`src/rtl/spi_reg_pkg.sv`:
```
// Shared FSM type and default widths for the SPI register slave.
package spi_reg_pkg;

    localparam int unsigned DEF_ADDR_W = 8;
    localparam int unsigned DEF_DATA_W = 32;
    localparam int unsigned ERR_CNT_W  = 8;

    typedef enum logic [1:0] {
        IDLE,
        ADDR,
        DATA,
        DONE
    } state_e;

endpackage

```
`src/rtl/spi_sync_edge.sv`:
```
// Two-flop synchroniser for an asynchronous pin with registered edge pulses.
module spi_sync_edge #(
    parameter logic RST_VAL = 1'b0
) (
    input  logic clk,
    input  logic rst_n,
    input  logic pin,
    output logic level,
    output logic rise,
    output logic fall
);

    logic [1:0] sync_q;

    always_ff @(posedge clk) begin
        if (!rst_n) begin
            sync_q <= {2{RST_VAL}};
            rise   <= 1'b0;
            fall   <= 1'b0;
        end else begin
            sync_q <= {sync_q[0], pin};
            rise   <= sync_q[0] & ~sync_q[1];
            fall   <= ~sync_q[0] & sync_q[1];
        end
    end

    assign level = sync_q[1];

endmodule

```
`src/rtl/spi_reg_slave.sv`:
```
// SPI mode-0 register slave: address/data frames from host pins into a register
// file, with read-back, read-only status slots and frame-error accounting.
module spi_reg_slave
    import spi_reg_pkg::*;
#(
    parameter int unsigned         ADDR_W   = DEF_ADDR_W,
    parameter int unsigned         DATA_W   = DEF_DATA_W,
    parameter int unsigned         NUM_REGS = 16,
    parameter logic [NUM_REGS-1:0] RO_MASK  = '0
) (
    input  logic                         clk,
    input  logic                         rst_n,
    input  logic                         spi_sclk,
    input  logic                         spi_mosi,
    input  logic                         spi_cs_n,
    output logic                         spi_miso,
    input  logic [NUM_REGS*DATA_W-1:0]   sts_i,
    output logic [NUM_REGS*DATA_W-1:0]   reg_q,
    output logic                         wr_stb,
    output logic                         rd_stb,
    output logic [ADDR_W-2:0]            acc_idx,
    output logic                         frame_err,
    output logic [ERR_CNT_W-1:0]         err_cnt,
    output logic                         busy
);

    localparam int unsigned IDX_W = ADDR_W - 1;
    localparam int unsigned SH_W  = (ADDR_W > DATA_W) ? ADDR_W : DATA_W;
    localparam int unsigned CNT_W = $clog2(SH_W + 1);

    state_e state_q, state_d;

    logic              sclk_rise, sclk_fall, sclk_lvl_unused;
    logic              cs_rise, cs_fall, cs_lvl;
    logic [1:0]        mosi_sync_q;
    logic              mosi_s;
    logic [CNT_W-1:0]  bit_cnt_q;
    logic [SH_W-2:0]   shift_q;
    logic [SH_W-1:0]   shift_next_c;
    logic [IDX_W-1:0]  idx_q, dec_idx_c;
    logic              rd_q, overrun_q, err_seen_q;
    logic [DATA_W-1:0] miso_sr_q, rd_word_c;
    logic              decode_c, commit_c, overrun_set_c, frame_err_c;
    logic              in_range_c, ro_c, wr_ok_c, err_inc_c, shifting_c;

    spi_sync_edge #(.RST_VAL(1'b0)) u_sclk_sync (
        .clk   (clk),
        .rst_n (rst_n),
        .pin   (spi_sclk),
        .level (sclk_lvl_unused),
        .rise  (sclk_rise),
        .fall  (sclk_fall)
    );

    // Reset value 0 so a cs_n still low at reset release never looks like a frame start.
    spi_sync_edge #(.RST_VAL(1'b0)) u_cs_sync (
        .clk   (clk),
        .rst_n (rst_n),
        .pin   (spi_cs_n),
        .level (cs_lvl),
        .rise  (cs_rise),
        .fall  (cs_fall)
    );

    always_ff @(posedge clk) begin
        if (!rst_n) begin
            mosi_sync_q <= 2'b00;
        end else begin
            mosi_sync_q <= {mosi_sync_q[0], spi_mosi};
        end
    end

    assign mosi_s = mosi_sync_q[1];

    always_ff @(posedge clk) begin
        if (!rst_n) begin
            state_q <= IDLE;
        end else begin
            state_q <= state_d;
        end
    end

    always_comb begin
        state_d       = state_q;
        decode_c      = 1'b0;
        commit_c      = 1'b0;
        overrun_set_c = 1'b0;
        frame_err_c   = 1'b0;
        unique case (state_q)
            IDLE: if (cs_fall) state_d = ADDR;
            ADDR: if (sclk_rise && bit_cnt_q == CNT_W'(ADDR_W - 1)) begin
                decode_c = 1'b1;
                state_d  = DATA;
            end
            DATA: if (sclk_rise && bit_cnt_q == CNT_W'(DATA_W - 1)) begin
                commit_c = 1'b1;
                state_d  = DONE;
            end
            DONE: if (sclk_rise) overrun_set_c = 1'b1;
            default: state_d = IDLE;
        endcase
        // cs_n release ends any frame; short or overrun frames are flagged.
        if (state_q != IDLE && cs_rise) begin
            state_d       = IDLE;
            decode_c      = 1'b0;
            commit_c      = 1'b0;
            overrun_set_c = 1'b0;
            frame_err_c   = (state_q != DONE) || overrun_q;
        end
    end

    always_comb begin
        shift_next_c = {shift_q, mosi_s};
        dec_idx_c    = (state_q == ADDR) ? shift_next_c[IDX_W-1:0] : idx_q;
        in_range_c   = ({1'b0, dec_idx_c} < ADDR_W'(NUM_REGS));
        ro_c         = 1'b0;
        rd_word_c    = '0;
        for (int i = 0; i < NUM_REGS; i++) begin
            if (dec_idx_c == IDX_W'(i)) begin
                ro_c      = RO_MASK[i];
                rd_word_c = RO_MASK[i] ? sts_i[i*DATA_W +: DATA_W] : reg_q[i*DATA_W +: DATA_W];
            end
        end
    end

    assign shifting_c = sclk_rise && (state_q == ADDR || state_q == DATA);
    assign wr_ok_c    = commit_c & ~rd_q & in_range_c & ~ro_c;
    assign err_inc_c  = ~err_seen_q &
                        ((decode_c & shift_next_c[ADDR_W-1] & ~in_range_c) |
                         (commit_c & ~rd_q & ~(in_range_c & ~ro_c)) |
                         frame_err_c);

    always_ff @(posedge clk) begin
        if (!rst_n) begin
            bit_cnt_q  <= '0;
            shift_q    <= '0;
            idx_q      <= '0;
            rd_q       <= 1'b0;
            overrun_q  <= 1'b0;
            err_seen_q <= 1'b0;
            miso_sr_q  <= '0;
            reg_q      <= '0;
            spi_miso   <= 1'b0;
            wr_stb     <= 1'b0;
            rd_stb     <= 1'b0;
            acc_idx    <= '0;
            frame_err  <= 1'b0;
            err_cnt    <= '0;
            busy       <= 1'b0;
        end else begin
            wr_stb    <= wr_ok_c;
            rd_stb    <= decode_c & shift_next_c[ADDR_W-1];
            frame_err <= frame_err_c;
            busy      <= (state_d != IDLE);

            if (state_q == IDLE && cs_fall) begin
                bit_cnt_q  <= '0;
                overrun_q  <= 1'b0;
                err_seen_q <= 1'b0;
            end else if (decode_c) begin
                bit_cnt_q <= '0;
            end else if (shifting_c) begin
                bit_cnt_q <= bit_cnt_q + CNT_W'(1);
            end

            if (shifting_c) shift_q <= shift_next_c[SH_W-2:0];

            if (decode_c) begin
                idx_q <= dec_idx_c;
                rd_q  <= shift_next_c[ADDR_W-1];
                if (shift_next_c[ADDR_W-1]) begin
                    miso_sr_q <= rd_word_c;
                    acc_idx   <= dec_idx_c;
                end
            end

            if (wr_ok_c) begin
                acc_idx <= idx_q;
                for (int i = 0; i < NUM_REGS; i++) begin
                    if (idx_q == IDX_W'(i)) reg_q[i*DATA_W +: DATA_W] <= shift_next_c[DATA_W-1:0];
                end
            end

            if (overrun_set_c) overrun_q <= 1'b1;

            if (err_inc_c) begin
                err_seen_q <= 1'b1;
                if (err_cnt != '1) err_cnt <= err_cnt + ERR_CNT_W'(1);
            end

            // MISO only carries data during a read's data phase; held low otherwise.
            if (state_q != DATA || !rd_q || cs_lvl) begin
                spi_miso <= 1'b0;
            end else if (sclk_fall) begin
                spi_miso  <= miso_sr_q[DATA_W-1];
                miso_sr_q <= {miso_sr_q[DATA_W-2:0], 1'b0};
            end
        end
    end

endmodule

```
`config.mk`:
```
export PLATFORM = sky130hd
export DESIGN_NAME = spi_reg_slave
export DESIGN_NICKNAME = d
export VERILOG_FILES = /design/src/rtl/spi_reg_pkg.sv /design/src/rtl/spi_sync_edge.sv /design/src/rtl/spi_reg_slave.sv
export SDC_FILE = /design/constraint.sdc
export NUM_CORES = 1
export LEC_CHECK = 0
export BUFFER_PORTS_ARGS = -buffer_cell sky130_fd_sc_hd__clkbuf_2
export CAP_MARGIN = 0
export CORE_AREA = 2 2 406 408
export DETAILED_ROUTE_END_ITERATION = 6
export DIE_AREA = 0 0 408 410
export PLACE_DENSITY = 0.38
export SETUP_SLACK_MARGIN = 0.1
export SYNTH_ARGS = -nofsm -noshare
export SYNTH_HDL_FRONTEND = slang
export SYNTH_HIERARCHICAL = 1
export SYNTH_SLANG_ARGS = --single-unit
```
`constraint.sdc`:
```
create_clock -name clk -period 3.4 [get_ports clk]
set_clock_uncertainty 0.05 [all_clocks]
set_input_delay 0.17 -clock clk [delete_from_list [all_inputs] [get_ports clk]]
set_output_delay 0.17 -clock clk [all_outputs]
set_load 0.01 [all_outputs]
```
==> summary.md <==
| Metric | Value |
|---|---|
| Setup tns final | `0 ns` |
| Hold Path Cell Cnt | `3` |
| Die ar. | `167,000 um2` |
| Share of the synthesized area in the top cell type | `0.492` |
| Ys flop type | `dfxtp_1` |
| Vias in the first global route | `24,815` |
| R2r startpoint | `state_q[1]` |
| Initial core utilization | `0.155` |
| DR DRC count | `0` |
| Largest net degree at the start of global routing | `148` |
| Hold path startpoint | `rst_n` |
| Cell count of the worst reg-to-reg path | `16` |
| YS warnings | `6` |
| Syn Std Cell Area | `25,400 um2` |
| Initial detailed-routing violation count | `2,422` |
| Max-slew violation count | `0` |
| Worst hold endpoint | `acc_idx[6]` |
| Synth area leader | `dfxtp_1` |
| Drt total wl | `174,000 um` |
| Synth area leaders | `dfxtp_1, nand3_1, o21ai_0` |
| Die Height | `410 um` |
| Worst reg2reg path endpoint | `miso_sr_q[3]` |
| Worst reg-to-reg setup slack | `0.1 ns` |
| CP most frequent cell | `buf_12` |
| Most frequent cell after synthesis | `dfxtp_1` |
| Clock Latency Late Sink | `0.72 ns` |
| Syn_nets | `3,523` |
| Worst-path clk slew | `0.06 ns` |
| Via-per-instance ratio | `4.55` |
| F_max | `303 MHz` |
| EDFF count, synth | `0` |
| Worst Path Max Fanout | `6` |
| Rows | `149` |
| Average wire per standard cell | `29.4 um` |
| Setup crit end kind | `flip-flop` |
| # clock sinks | `623` |
| Fin cells | `5,925` |
| Sequential cell area fraction in the yosys report | `0.492` |
| Relative slew slack | `0.215` |
| # IOs | `1,049` |
| Most instantiated cells after synthesis | `dfxtp_1, nand3_1, o21ai_0` |
| GRT Util Overall | `0.200` |
| Worst path slowest cell | `or4b_4` |
| Finish-stage setup viols | `0` |
| Cts bufs inserted | `81` |
| H-tree Lvls | `3` |
| Antenna Violating Nets Remaining | `0` |
| CORE AREA | `163,000 um2` |
| Residual overflow from global routing | `0` |
| Clock Tree Buf Depth | `3` |
| Leakage | `0.0140 uW` |
| Layout cell share with drive strength beyond 1 | `0.329` |
| Period utilization | `0.971` |
| Max VDD drop | `0.311 mV` |
| Place WS | `-0.469 ns` |
| Clock root cell | `clkbuf_16` |
| Startpoint type of the worst setup path | `flip-flop` |
| Post-synth cell types | `76` |
| Fin area | `36,300 um2` |
| Final worst slack | `0.0996 ns` |
| Placed inst area | `32,600 um2` |
| Status | `completed` |
| Crit. Startpoint | `state_q[1]` |
| Hold slack | `0.396 ns` |
| Average cell area after synthesis | `8.46 um2` |
| Final hold vios | `0` |
| Nets@finish | `4,192` |
| RSZ-0062 raised after global routing | `true` |
| Crit-path cells | `inv_2, ha_4, buf_6, or4b_4, buf_6, a222oi_1, bufbuf_16, buf_12, buf_12, a22oi_2, nand3_2, buf_12, o211ai_1, a21oi_1, buf_4, o31a_1` |
| Cells after DPL | `5,731` |
| Worst-Margin Slew | `1.18 ns` |
| GP Congestion | `0.881` |
| First-pass GRT wire length | `230,000 um` |
| DR pass1 iterations | `6` |
| Hold WC Path Type | `input pin to flip-flop` |
| Pwr/cell area | `465 nW/um2` |
| Critical path class | `flip-flop to flip-flop` |
| Max incr delay on CP | `0.54 ns` |
| Crit path DAT | `3.88 ns` |
| Initial antenna violation count | `11` |
| CTS tree | `yes` |
| Min Tclk post-route | `3.30 ns` |
| Vias | `26,983` |
| Detailed Place HPWL | `133,000 um` |
| MaxCap Viol Count | `0` |
| Synth async-reset ratio | `0` |
| Die Span X | `408 um` |
| Area growth from synthesis to layout | `43.1%` |
| Register bit count reported by yosys | `623` |
| WP data required | `3.98 ns` |
| Port buffer count | `536` |
| Syn Inst Count | `2,999` |
==> worst max-delay path, delay by kind of cell, from the launching register on <==
kind / cells / cell delay [ns]
buf+inv: 8 / 1.18
fa+ha+maj: 1 / 0.17
compound gates: 5 / 0.86
simple gates: 2 / 0.64
flops: 1 / 0.33
==> registers in the layout, indices dropped and copies added (netlist names), 2 cells and up <==
name	flops
miso_sr_q	32
u_cs_sync/sync_q	2
err_cnt	8
reg_q	512
acc_idx	7
bit_cnt_q	6
shift_q	31
idx_q	7
u_sclk_sync/sync_q	2
state_q	2
mosi_sync_q	2
==> cell usage in the layout (no fill, tap or decap), types with 45 or more instances in the layout <==
master,n
o21ai_0,372
nand3_1,377
a21oi_1,90
o21ai_1,45
nor2_1,239
a22oi_1,104
a31o_2,107
buf_12,49
clkbuf_16,84
clkbuf_2,535
dfxtp_1,621
buf_4,283
a31o_1,45
nand2_1,249
==> stage by stage <==
stage / power [uW] / utilization
final: 16900 / 0.222
after global placement: 7740 / 0.199
after detailed placement: 7740 / 0.199
after global routing: 17400 / 0.222
after CTS: 17100 / 0.220
after floorplan: 7620 / -
==> worst max-delay path by stage <==
stage / depth (start not counted) / slack (ns) / to
global route: 16 / 0.02 / miso_sr_q[3]
detailed placement: 15 / -0.47 / miso_sr_q[21]
floorplan: 12 / 0.42 / miso_sr_q[10]
CTS: 13 / 0.11 / miso_sr_q[17]
global placement: 15 / -0.47 / miso_sr_q[21]
finish: 16 / 0.1 / miso_sr_q[3]
==> final cells by class <==
type | count | area [um2]
antenna | 3 | 7.51
clock buffer | 118 | 2400
clock inverter | 30 | 455
fill | 18143 | 127000
inverter | 7 | 26.3
multi-input combinational | 2055 | 11900
sequential | 623 | 12500
tap | 2189 | 2740
timing repair buffer | 900 | 6240
==> repair_timing <==
action	4_1_cts	5_1_grt
setup endpoints to repair	31	144
pin swaps	16	18
endpoints found under the hold margin	22	0
buffers inserted	18	14
hold buffers	7	0
gates resized for setup	49	42
cloned	2	2
==> layer usage <==
| metal | global-route usage | share of wire |
|---|---|---|
| met1 | 0.262 | 0.44 |
| met2 | 0.310 | 0.44 |
| met3 | 0.0639 | 0.083 |
| met4 | 0.0636 | 0.033 |
| met5 | 0 | 0 |
==> where the power goes <==
| part | internal (uW) | switching, uW | leakage [uW] |
|---|---|---|---|
| clock | 5540 | 3740 | 0.00140 |
| sequential | 7310 | 4.69 | 0.00502 |
| combinational | 76.2 | 226 | 0.00760 |
==> kinds of logic (layout without fill, tap and decap cells) <==
kind of cell    count (synthesis)  count (layout)  synth area share
simple gates                 1044            1044             0.192
compound gates                983             983             0.254
flops                         623             623             0.492
buf+inv                       321            1055            0.0506
xor+xnor                       12              12           0.00414
mux                             9               9           0.00360
fa+ha+maj                       7               7           0.00345
other cells                     0               3                 0
Note: power is estimated with default switching activity, not from simulation.
